## src/rtl/muldiv_pkg.sv

```systemverilog
// muldiv_pkg: RV32M funct3 op codes, the M-extension funct7 tag and the FSM encoding
// shared by ex_muldiv_unit and its iteration core.
package muldiv_pkg;

   localparam logic [6:0] FUNCT7_MEXT = 7'b0000001;

   localparam logic [2:0] OP_MUL    = 3'b000;
   localparam logic [2:0] OP_MULH   = 3'b001;
   localparam logic [2:0] OP_MULHSU = 3'b010;
   localparam logic [2:0] OP_MULHU  = 3'b011;
   localparam logic [2:0] OP_DIV    = 3'b100;
   localparam logic [2:0] OP_DIVU   = 3'b101;
   localparam logic [2:0] OP_REM    = 3'b110;
   localparam logic [2:0] OP_REMU   = 3'b111;

   typedef enum logic [1:0] {
      ST_IDLE = 2'b00,
      ST_CALC = 2'b01,
      ST_DONE = 2'b10
   } state_t;

   // MUL is treated as unsigned: the low half of the product does not depend on signedness
   function automatic logic rs1_signed(input logic [2:0] f);
      return (f == OP_MULH) || (f == OP_MULHSU) || (f == OP_DIV) || (f == OP_REM);
   endfunction

   function automatic logic rs2_signed(input logic [2:0] f);
      return (f == OP_MULH) || (f == OP_DIV) || (f == OP_REM);
   endfunction

endpackage

```

## src/rtl/muldiv_iter_core.sv

```systemverilog
// muldiv_iter_core: shared 2*XLEN shift register doing one shift-add multiply step or one
// restoring-divide step per cycle on unsigned magnitudes.
module muldiv_iter_core
   import muldiv_pkg::*;
#(
   parameter int XLEN = 32
) (
   input  logic              clk_i,
   input  logic              rst_i,
   input  logic              i_load,
   input  logic              i_step,
   input  logic              i_is_div,
   input  logic [XLEN-1:0]   i_op_a,
   input  logic [XLEN-1:0]   i_op_b,
   output logic [2*XLEN-1:0] o_acc_next
);

   logic [2*XLEN-1:0] r_acc;
   logic [XLEN-1:0]   r_op;
   logic              r_is_div;
   logic [XLEN:0]     w_mul_sum;
   logic [XLEN:0]     w_div_trial;

   // Multiply: {hi,lo} with multiplier in lo, shift right. Divide: {rem,quot}, shift left.
   always_comb begin
      w_mul_sum   = {1'b0, r_acc[2*XLEN-1:XLEN]} + (r_acc[0] ? {1'b0, r_op} : '0);
      w_div_trial = r_acc[2*XLEN-1:XLEN-1] - {1'b0, r_op};
      if (!r_is_div)
         o_acc_next = {w_mul_sum, r_acc[XLEN-1:1]};
      else if (!w_div_trial[XLEN])
         o_acc_next = {w_div_trial[XLEN-1:0], r_acc[XLEN-2:0], 1'b1};
      else
         o_acc_next = {r_acc[2*XLEN-2:0], 1'b0};
   end

   // NOTE: non-blocking assignments keep every register sampling pre-edge values; the datapath
   // is reset as well so nothing downstream can ever observe X after reset.
   always_ff @(posedge clk_i or negedge rst_i) begin
      if (!rst_i) begin
         r_acc    <= '0;
         r_op     <= '0;
         r_is_div <= 1'b0;
      end else if (i_load) begin
         r_acc    <= {{XLEN{1'b0}}, i_op_b};
         r_op     <= i_op_a;
         r_is_div <= i_is_div;
      end else if (i_step) begin
         r_acc    <= o_acc_next;
      end
   end

endmodule

```

## src/rtl/ex_muldiv_unit.sv

```systemverilog
// ex_muldiv_unit: RV32M EX-stage iterative multiply/divide with pipeline stall via busy_o.
// Optional MULDIV_FAST_MUL_EN: single-cycle multiplier for MUL/MULH/MULHSU/MULHU.
module ex_muldiv_unit
   import muldiv_pkg::*;
#(
   parameter int XLEN = 32
) (
   input  logic            clk_i,
   input  logic            rst_i,
   input  logic            valid_i,
   input  logic [2:0]      funct3_i,
   input  logic [XLEN-1:0] rs1_i,
   input  logic [XLEN-1:0] rs2_i,
   input  logic [4:0]      rd_i,
   input  logic            flush_i,
   output logic            busy_o,
   output logic            done_o,
   output logic [XLEN-1:0] result_o,
   output logic [4:0]      rd_o
);

   localparam int CW = $clog2(XLEN);

   state_t            r_state, w_state_nx;
   logic [CW-1:0]     r_cnt;
   logic [2:0]        r_op;
   logic [4:0]        r_rd;
   logic              r_neg, r_rem_neg;
   logic [XLEN-1:0]   r_result;
   logic [4:0]        r_rd_o;

   logic              w_sa, w_sb, w_is_div, w_div0, w_ovf, w_fast_mul, w_accept, w_fast, w_last;
   logic [XLEN-1:0]   w_abs1, w_abs2, w_fast_res;
   logic [2*XLEN-1:0] w_fast_prod, w_acc_next;

   // Select the result half and apply the sign of the product, quotient or remainder.
   function automatic logic [XLEN-1:0] sign_fix(input logic [2:0] op, input logic neg,
                                                input logic rem_neg, input logic [2*XLEN-1:0] acc);
      logic [2*XLEN-1:0] prod;
      logic [XLEN-1:0]   quo, rem, res;
      prod = neg ? -acc : acc;
      quo  = neg ? -acc[XLEN-1:0] : acc[XLEN-1:0];
      rem  = rem_neg ? -acc[2*XLEN-1:XLEN] : acc[2*XLEN-1:XLEN];
      case (op)
         OP_MUL:                      res = prod[XLEN-1:0];
         OP_MULH, OP_MULHSU, OP_MULHU: res = prod[2*XLEN-1:XLEN];
         OP_DIV, OP_DIVU:             res = quo;
         default:                     res = rem;
      endcase
      return res;
   endfunction

   assign w_sa     = rs1_signed(funct3_i) & rs1_i[XLEN-1];
   assign w_sb     = rs2_signed(funct3_i) & rs2_i[XLEN-1];
   assign w_abs1   = w_sa ? -rs1_i : rs1_i;
   assign w_abs2   = w_sb ? -rs2_i : rs2_i;
   assign w_is_div = funct3_i[2];
   assign w_div0   = w_is_div & (rs2_i == '0);
   assign w_ovf    = ((funct3_i == OP_DIV) || (funct3_i == OP_REM)) &&
                     (rs1_i == {1'b1, {(XLEN-1){1'b0}}}) && (rs2_i == '1);

`ifdef MULDIV_FAST_MUL_EN
   assign w_fast_mul  = ~w_is_div;
   assign w_fast_prod = {{XLEN{1'b0}}, w_abs1} * {{XLEN{1'b0}}, w_abs2};
`else
   assign w_fast_mul  = 1'b0;
   assign w_fast_prod = '0;
`endif

   always_comb begin
      if (w_div0)
         w_fast_res = funct3_i[1] ? rs1_i : '1;
      else if (w_ovf)
         w_fast_res = funct3_i[1] ? '0 : rs1_i;
      else
         w_fast_res = sign_fix(funct3_i, w_sa ^ w_sb, w_sa, w_fast_prod);
   end

   // NOTE: every always_comb output gets a default first so no path can infer a latch.
   always_comb begin
      w_state_nx = r_state;
      w_accept   = 1'b0;
      w_fast     = 1'b0;
      w_last     = 1'b0;
      case (r_state)
         ST_IDLE: if (valid_i && !flush_i) begin
            w_accept   = 1'b1;
            w_fast     = w_div0 | w_ovf | w_fast_mul;
            w_state_nx = w_fast ? ST_DONE : ST_CALC;
         end
         ST_CALC: if (flush_i) begin
            w_state_nx = ST_IDLE;
         end else if (r_cnt == '0) begin
            w_last     = 1'b1;
            w_state_nx = ST_DONE;
         end
         default: w_state_nx = ST_IDLE;
      endcase
   end

   muldiv_iter_core #(.XLEN(XLEN)) u_core (
      .clk_i      (clk_i),
      .rst_i      (rst_i),
      .i_load     (w_accept),
      .i_step     (r_state == ST_CALC),
      .i_is_div   (w_is_div),
      .i_op_a     (w_is_div ? w_abs2 : w_abs1),
      .i_op_b     (w_is_div ? w_abs1 : w_abs2),
      .o_acc_next (w_acc_next)
   );

   always_ff @(posedge clk_i or negedge rst_i) begin
      if (!rst_i) begin
         r_state   <= ST_IDLE;
         r_cnt     <= '0;
         r_op      <= '0;
         r_rd      <= '0;
         r_neg     <= 1'b0;
         r_rem_neg <= 1'b0;
         r_result  <= '0;
         r_rd_o    <= '0;
      end else begin
         r_state <= w_state_nx;
         if (w_accept) begin
            r_op      <= funct3_i;
            r_rd      <= rd_i;
            r_neg     <= w_sa ^ w_sb;
            r_rem_neg <= w_sa;
            r_cnt     <= CW'(XLEN-1);
            if (w_fast) begin
               r_result <= w_fast_res;
               r_rd_o   <= rd_i;
            end
         end else if (r_state == ST_CALC && !flush_i) begin
            r_cnt <= r_cnt - 1'b1;
            if (w_last) begin
               r_result <= sign_fix(r_op, r_neg, r_rem_neg, w_acc_next);
               r_rd_o   <= r_rd;
            end
         end
      end
   end

   // Gated by reset so the stall request drops immediately while reset is held.
   assign busy_o   = rst_i & (((r_state == ST_IDLE) & valid_i & ~flush_i) | (r_state == ST_CALC));
   assign done_o   = (r_state == ST_DONE);
   assign result_o = r_result;
   assign rd_o     = r_rd_o;

endmodule

```

## config.mk

```make
export PLATFORM = sky130hd
export DESIGN_NAME = ex_muldiv_unit
export DESIGN_NICKNAME = d
export VERILOG_FILES = /design/src/rtl/muldiv_pkg.sv /design/src/rtl/muldiv_iter_core.sv /design/src/rtl/ex_muldiv_unit.sv
export SDC_FILE = /design/constraint.sdc
export NUM_CORES = 1
export LEC_CHECK = 0
export ABC_AREA = 1
export ABC_CLOCK_PERIOD_IN_PS = 7210
export BUFFER_PORTS_ARGS = -buffer_cell sky130_fd_sc_hd__buf_2
export CAP_MARGIN = 30
export CORE_MARGIN = 1.5
export CORE_UTILIZATION = 45
export DETAILED_ROUTE_END_ITERATION = 8
export GPL_TIMING_DRIVEN = 0
export PLACE_DENSITY = 0.61
export SLEW_MARGIN = 20
export SYNTH_ARGS = -nofsm -noshare
export SYNTH_HDL_FRONTEND = slang
export SYNTH_SLANG_ARGS = --single-unit
```

## constraint.sdc

```tcl
create_clock -name clk_i -period 7.21 [get_ports clk_i]
set_clock_uncertainty 0.05 [all_clocks]
set_input_delay 0.721 -clock clk_i [delete_from_list [all_inputs] [get_ports clk_i]]
set_output_delay 0.721 -clock clk_i [all_outputs]
set_load 0.1 [all_outputs]
```

Yosys cells after proc, flatten, opt, wreduce, memory -nomap -nowiden:

Cells that the tools add are included.

* $add $sub $neg: 8
* equal/unequal tests: 16
* mux-type cells: 39
* bitwise logic cells: 10
* reduce and logical (&&, ||, !) cells: 22

Operator list (number)
* two-way mux 32 bit: 15
* two-way mux 64 bit: 5
* negation 32 bit: 4
* case mux 32 bit (3 select lines): 1
* equality test 32 bit (second input constant): 2
* negation 64 bit: 1
* adder 32 x 33 -> 33 bit: 1
* subtractor 33 x 32 -> 33 bit: 1
* zero test 32 bit: 1
* two-way mux 5 bit: 6
* equality test 3 bit (second input constant): 4
* equality test 3 x 2 -> 1 bit (second input constant): 3
* two-way mux 2 bit: 4
* two-way mux 1 bit: 7
* AND 1 bit: 6
* equality test 3 x 1 -> 1 bit (second input constant): 2
* logical OR 1 bit: 6
* nonzero test 2 bit: 3
* zero test 5 bit: 1
* subtractor 5 x 1 -> 5 bit (second input constant): 1
* logical AND 1 bit: 4
* inequality test 2 bit (second input constant): 2
* case mux 2 bit (2 select lines): 1
* zero test 3 bit: 1
* other kinds (12): 13

* bits in registers: 151
* bits of input ports: 76
* output and inout bits: 39
* word-level logic and storage cells: 106

Longest topological paths before layout:

* depth in word-level cells: 9
* mapped depth: 38

Cells and area by module:

From an unflattened synthesis, not the netlist that was laid out.

* cell total of the unflattened synthesis: 3416
* area total of the unflattened synthesis: 18948.2 um^2

By module, submodules not included
* muldiv_iter_core: instances 1, cells each 1682, area each 9980.8 um^2, sequential area each 2427.3 um^2
* ex_muldiv_unit: instances 1, cells each 1734, area each 8967.4 um^2, sequential area each 1351.3 um^2

Least setup slack after synthesis:

OpenSTA, ideal clock, no wires.

* path type: reg-to-reg
* from: reg u_core.r_acc[31]
* to: reg r_result[30] (netlist: result_o[30])
* library setup time: 0.120 ns
* arrival time: 3.982 ns
* data required time: 7.040 ns
* setup slack: 3.058 ns
* stages on the path, launching flop included: 36
* path buffers: 0
* cells stage by stage: dfrtp_1 -> inv_1 -> ha_1 -> inv_1 -> fa_1 -> nand3_1 -> nand3_2 -> nand2_2 -> nand2_4 -> nand2_2 -> nand2_2 -> nand2_4 -> nand3_4 -> nand3_2 -> nand2_1 -> inv_1 -> ha_1 -> inv_1 -> nor2_1 -> nand2_1 -> nor3_2 -> nand2_1 -> nor2_4 -> nand2_2 -> nor2_4 -> nand3_2 -> nor4_4 -> inv_2 -> o21ai_4 -> nand2_2 -> inv_2 -> nand3_1 -> nand3_1 -> nand3_1 -> nand2_1 -> nand2_1

* word-level cells in the longest chain between the ends: 9
* elaborated cells on any way between the ends: 13
* those cells by class: add/sub (4); mux (9)

Ends and longest elaborated chain
* from (decl): line muldiv_iter_core.sv:18 `logic [2*XLEN-1:0] r_acc;`
* from (signal assigned): line muldiv_iter_core.sv:44 `r_acc <= {{XLEN{1'b0}}, i_op_b};`
* from (signal assigned): line muldiv_iter_core.sv:48 `r_acc <= o_acc_next;`
* subtractor 33 x 32 -> 33 bit: line muldiv_iter_core.sv:27 `w_div_trial = r_acc[2*XLEN-1:XLEN-1] - {1'b0, r_op};`
* two-way mux 64 bit: line muldiv_iter_core.sv:30 `else if (!w_div_trial[XLEN])`
* two-way mux 64 bit *: line muldiv_iter_core.sv:28 `if (!r_is_div)`
* negation 64 bit, or another cell as far along: line ex_muldiv_unit.sv:41 `prod = neg ? -acc : acc;`
* two-way mux 64 bit, or another cell as far along: line ex_muldiv_unit.sv:41
* case mux 32 bit (3 select lines) *: line ex_muldiv_unit.sv:44 `case (op)`
* two-way mux 32 bit *: line ex_muldiv_unit.sv:136 `if (w_last) begin`
* two-way mux 32 bit *: line ex_muldiv_unit.sv:134 `end else if (r_state == ST_CALC && !flush_i) begin`
* two-way mux 32 bit *: line ex_muldiv_unit.sv:124 `if (w_accept) begin`
* to (signal assigned): line ex_muldiv_unit.sv:131 `r_result <= w_fast_res;`
* to (signal assigned): line ex_muldiv_unit.sv:137 `r_result <= sign_fix(r_op, r_neg, r_rem_neg, w_acc_next);`
* to (decl): line ex_muldiv_unit.sv:29 `logic [XLEN-1:0] r_result;`

Every way passes the cells marked *; elsewhere a longest branch is shown, timed or not. The select of a mux whose other input is x is not followed.
A chain may end at the register's enable or synchronous reset.

Worst setup path in the final report:

* from: reg u_core.r_acc[31]
* to: reg r_result[26] (netlist: result_o[26])

The elaborated chain is that of the path after synthesis.

==> flow_metrics.env <==
export IMPL_hold_viol_final=0
export IMPL_leakagePower_nw=10.40
export IMPL_die_y_um=203.1
export IMPL_dr_first_iter_drc_count=2606
export IMPL_synthTopCellsByCount="nand2_1, inv_1, nor2_1"
export IMPL_cts_resized=0
export IMPL_relSlewSlack=0.3354
export IMPL_syn_num_nets=3240
export IMPL_cts_hold_buf=0
export IMPL_cts_root_buf="clkbuf_16"
export IMPL_placed_cells=3734
export IMPL_dieArea_um2=41260
export IMPL_ys_ff_latch=150
export IMPL_initial_core_util=0.4546
export IMPL_cp_required_ns=7.57
export IMPL_netlist_cell_type_count=56
export IMPL_maxCapViolations=0
export IMPL_final_setup_tns_ns=0
export IMPL_power_density_nw_per_um2=534.5
export IMPL_grt_start_max_net_pins=85
export IMPL_max_freq_mhz=165.9
export IMPL_final_cells=3766
export IMPL_track_usage=0.4410
export IMPL_antenna_found_initial=1
export IMPL_die_w_um=203.1
export IMPL_clock_sinks=150
export IMPL_synthCells=3091
export IMPL_critPathMaxFanout=8
export IMPL_synth_seq_area_share=0.2083
export IMPL_row_count=73
export IMPL_drc=0
export IMPL_synth_ff_type="dfrtp_1"
export IMPL_placed_cell_area_um2=19300
export IMPL_total_power_mw=10.61
export IMPL_fin_area_um2=19860
export IMPL_port_buffers=114
export IMPL_cts_tree="done"
export IMPL_overflow=0
export IMPL_hold_class="in -> async"
export IMPL_grt_pass1_vias=21170
export IMPL_synth_area_um2=18020
export IMPL_clock_latency_ns=0.48
export IMPL_place_hpwl_um=75470
export IMPL_post_cts_buffers=0
export IMPL_syn_area_per_cell_um2=5.830
export IMPL_async_flop_share=1.000
export IMPL_synth_warnings=0
export IMPL_critPathMaxStageDelay_ns=0.46
export IMPL_rsz0062_at_grt="no"
export IMPL_synth_top_area_share=0.2083
export IMPL_cp_start_kind="register"
export IMPL_io_pins=115
export IMPL_maxSlewViolCount=0
export IMPL_worst_slew_pin_slew_ns=0.9969
export IMPL_status="finished, final reports clean"
export IMPL_area_delta_synth_final_pct=10.19
export IMPL_routedWlPerCell_um=24.16
export IMPL_drive_gt1_frac=0.09503
export IMPL_clockBufferDepth=2
export IMPL_vias=22310
export IMPL_post_route_period_util=0.8360
export IMPL_routed_wl_um=90990
export IMPL_synth_area_leaders="dfrtp_1, nand2_1, inv_1"
export IMPL_crit_path_end_kind="register"
export IMPL_arrival_ns=6.39
export IMPL_reg2regPathDepth=35
export IMPL_crit_top_cell="nand2_1"
export IMPL_setup_viol=0
export IMPL_fin_hold_ws_ns=0.1541
export IMPL_grt_pass1_wl_um=133100
export IMPL_synth_edff_count=0
export IMPL_ir_drop_v=0.0004087
export IMPL_antenna_left=0
export IMPL_yosys_area_top_type="dfrtp_1"
export IMPL_place_congestion=1.092
export IMPL_post_synth_top_count_cell="nand2_1"
export IMPL_cts_max_level=4
export IMPL_cts_buffers=17
export IMPL_crit_slowest_cell="fa_1"
export IMPL_vias_per_cell=5.925
export IMPL_diodes=0
export IMPL_crit_type="reg -> reg"
export IMPL_clkSlewWorstSetupHoldPaths_ns=0.07
export IMPL_nets=3378
export IMPL_firstDrtPassIters=8
export IMPL_min_period_ns=6.027
export IMPL_core_region_area_um2=39640
-- logic make-up after synthesis --
logic type               share of synthesized area
AO/OA/AOI/OAI                               0.1636
adder cells (fa/ha/maj)                    0.05152
flip-flops                                  0.2083
AND/OR/NAND/NOR                             0.4077
buffers and inverters                       0.1237
XOR/XNOR                                   0.04520
-- report_power, final --
| part | internal, mW | total, mW | switching, mW |
|---|---|---|---|
| sequential | 1.16 | 1.54 | 0.387 |
| combinational | 2.09 | 8.19 | 6.09 |
| clock | 0.462 | 0.880 | 0.419 |
| total | 3.71 | 10.6 | 6.90 |
-- per-layer routing --
layer | vias up | part of all wire | track usage
met3 | 323 | 0.099 | 0.08555
li1 | 10240 | - | -
met1 | 10310 | 0.38 | 0.5268
met4 | 2 | 0.087 | 0.3328
met5 | - | 0.00014 | 0
met2 | 1444 | 0.44 | 0.7023
-- path summary, 6_finish.rpt --
kind                             startpoint               to  slack (ns)
max                        u_core.r_acc[31]     result_o[26]        1.18
min                                   rst_i          r_rd[4]        0.15
max reg2reg                u_core.r_acc[31]     result_o[26]        1.18
min reg2reg                    result_o[27]     result_o[27]        0.43
max in group asynchronous             rst_i  u_core.r_op[25]        6.09
min in group clk_i                  rd_i[4]          r_rd[4]        0.42
-- critical path, delay by kind of cell (launching register included) --
family        cells  cell delay, ns
fa+ha+maj         3            0.80
simple gates     27            3.92
flops             1            0.42
buf+inv           4            0.43
xor+xnor          1            0.33
-- layout by cell type, fill, tap and decap left out, drive strengths merged, types with 3 or more instances in the layout --
cell	instances
and3	3
nand2	930
dfrtp	150
o211ai	26
o21a	3
clkbuf	88
clkinvlp	5
or2	14
ha	71
a21oi	178
o221ai	24
nand3b	23
clkinv	5
nand4	42
xnor2	18
buf	152
nor2	371
a21o	5
a31oi	11
inv	471
nor3	39
nand3	258
a22oi	19
o21bai	10
o21ai	206
xor2	75
nor4	9
o22ai	25
-- metrics by stage --
step / setup WS, ns / util
floorplan: 3.058 / -
global placement: 1.491 / 0.4856
detailed placement: 1.468 / 0.4870
CTS: 1.429 / 0.5008
global route: 0.9358 / 0.5009
finish: 1.183 / 0.5009
-- state kept, by name, summed over array words and instances, names as in the netlist --
name             cells
u_core.r_is_div      1
r_op                 2
r_rem_neg            1
u_core.r_op         32
result_o            32
r_rd                 5
u_core.r_acc        64
rd_o                 5
r_neg                1
r_state              2
r_cnt                5
-- final cells by class --
cell class	count	area, um^2
inverters	470	1764
multi-input cells	2370	12040
fillers	4264	19780
flip-flops and latches	150	3754
repair buffers	119	630.6
plain buffers	101	464.2
well taps	525	656.9
clock inverters	11	92.59
clock buffers	20	456.7
No activity file was read; power rests on OpenSTA's default activity.
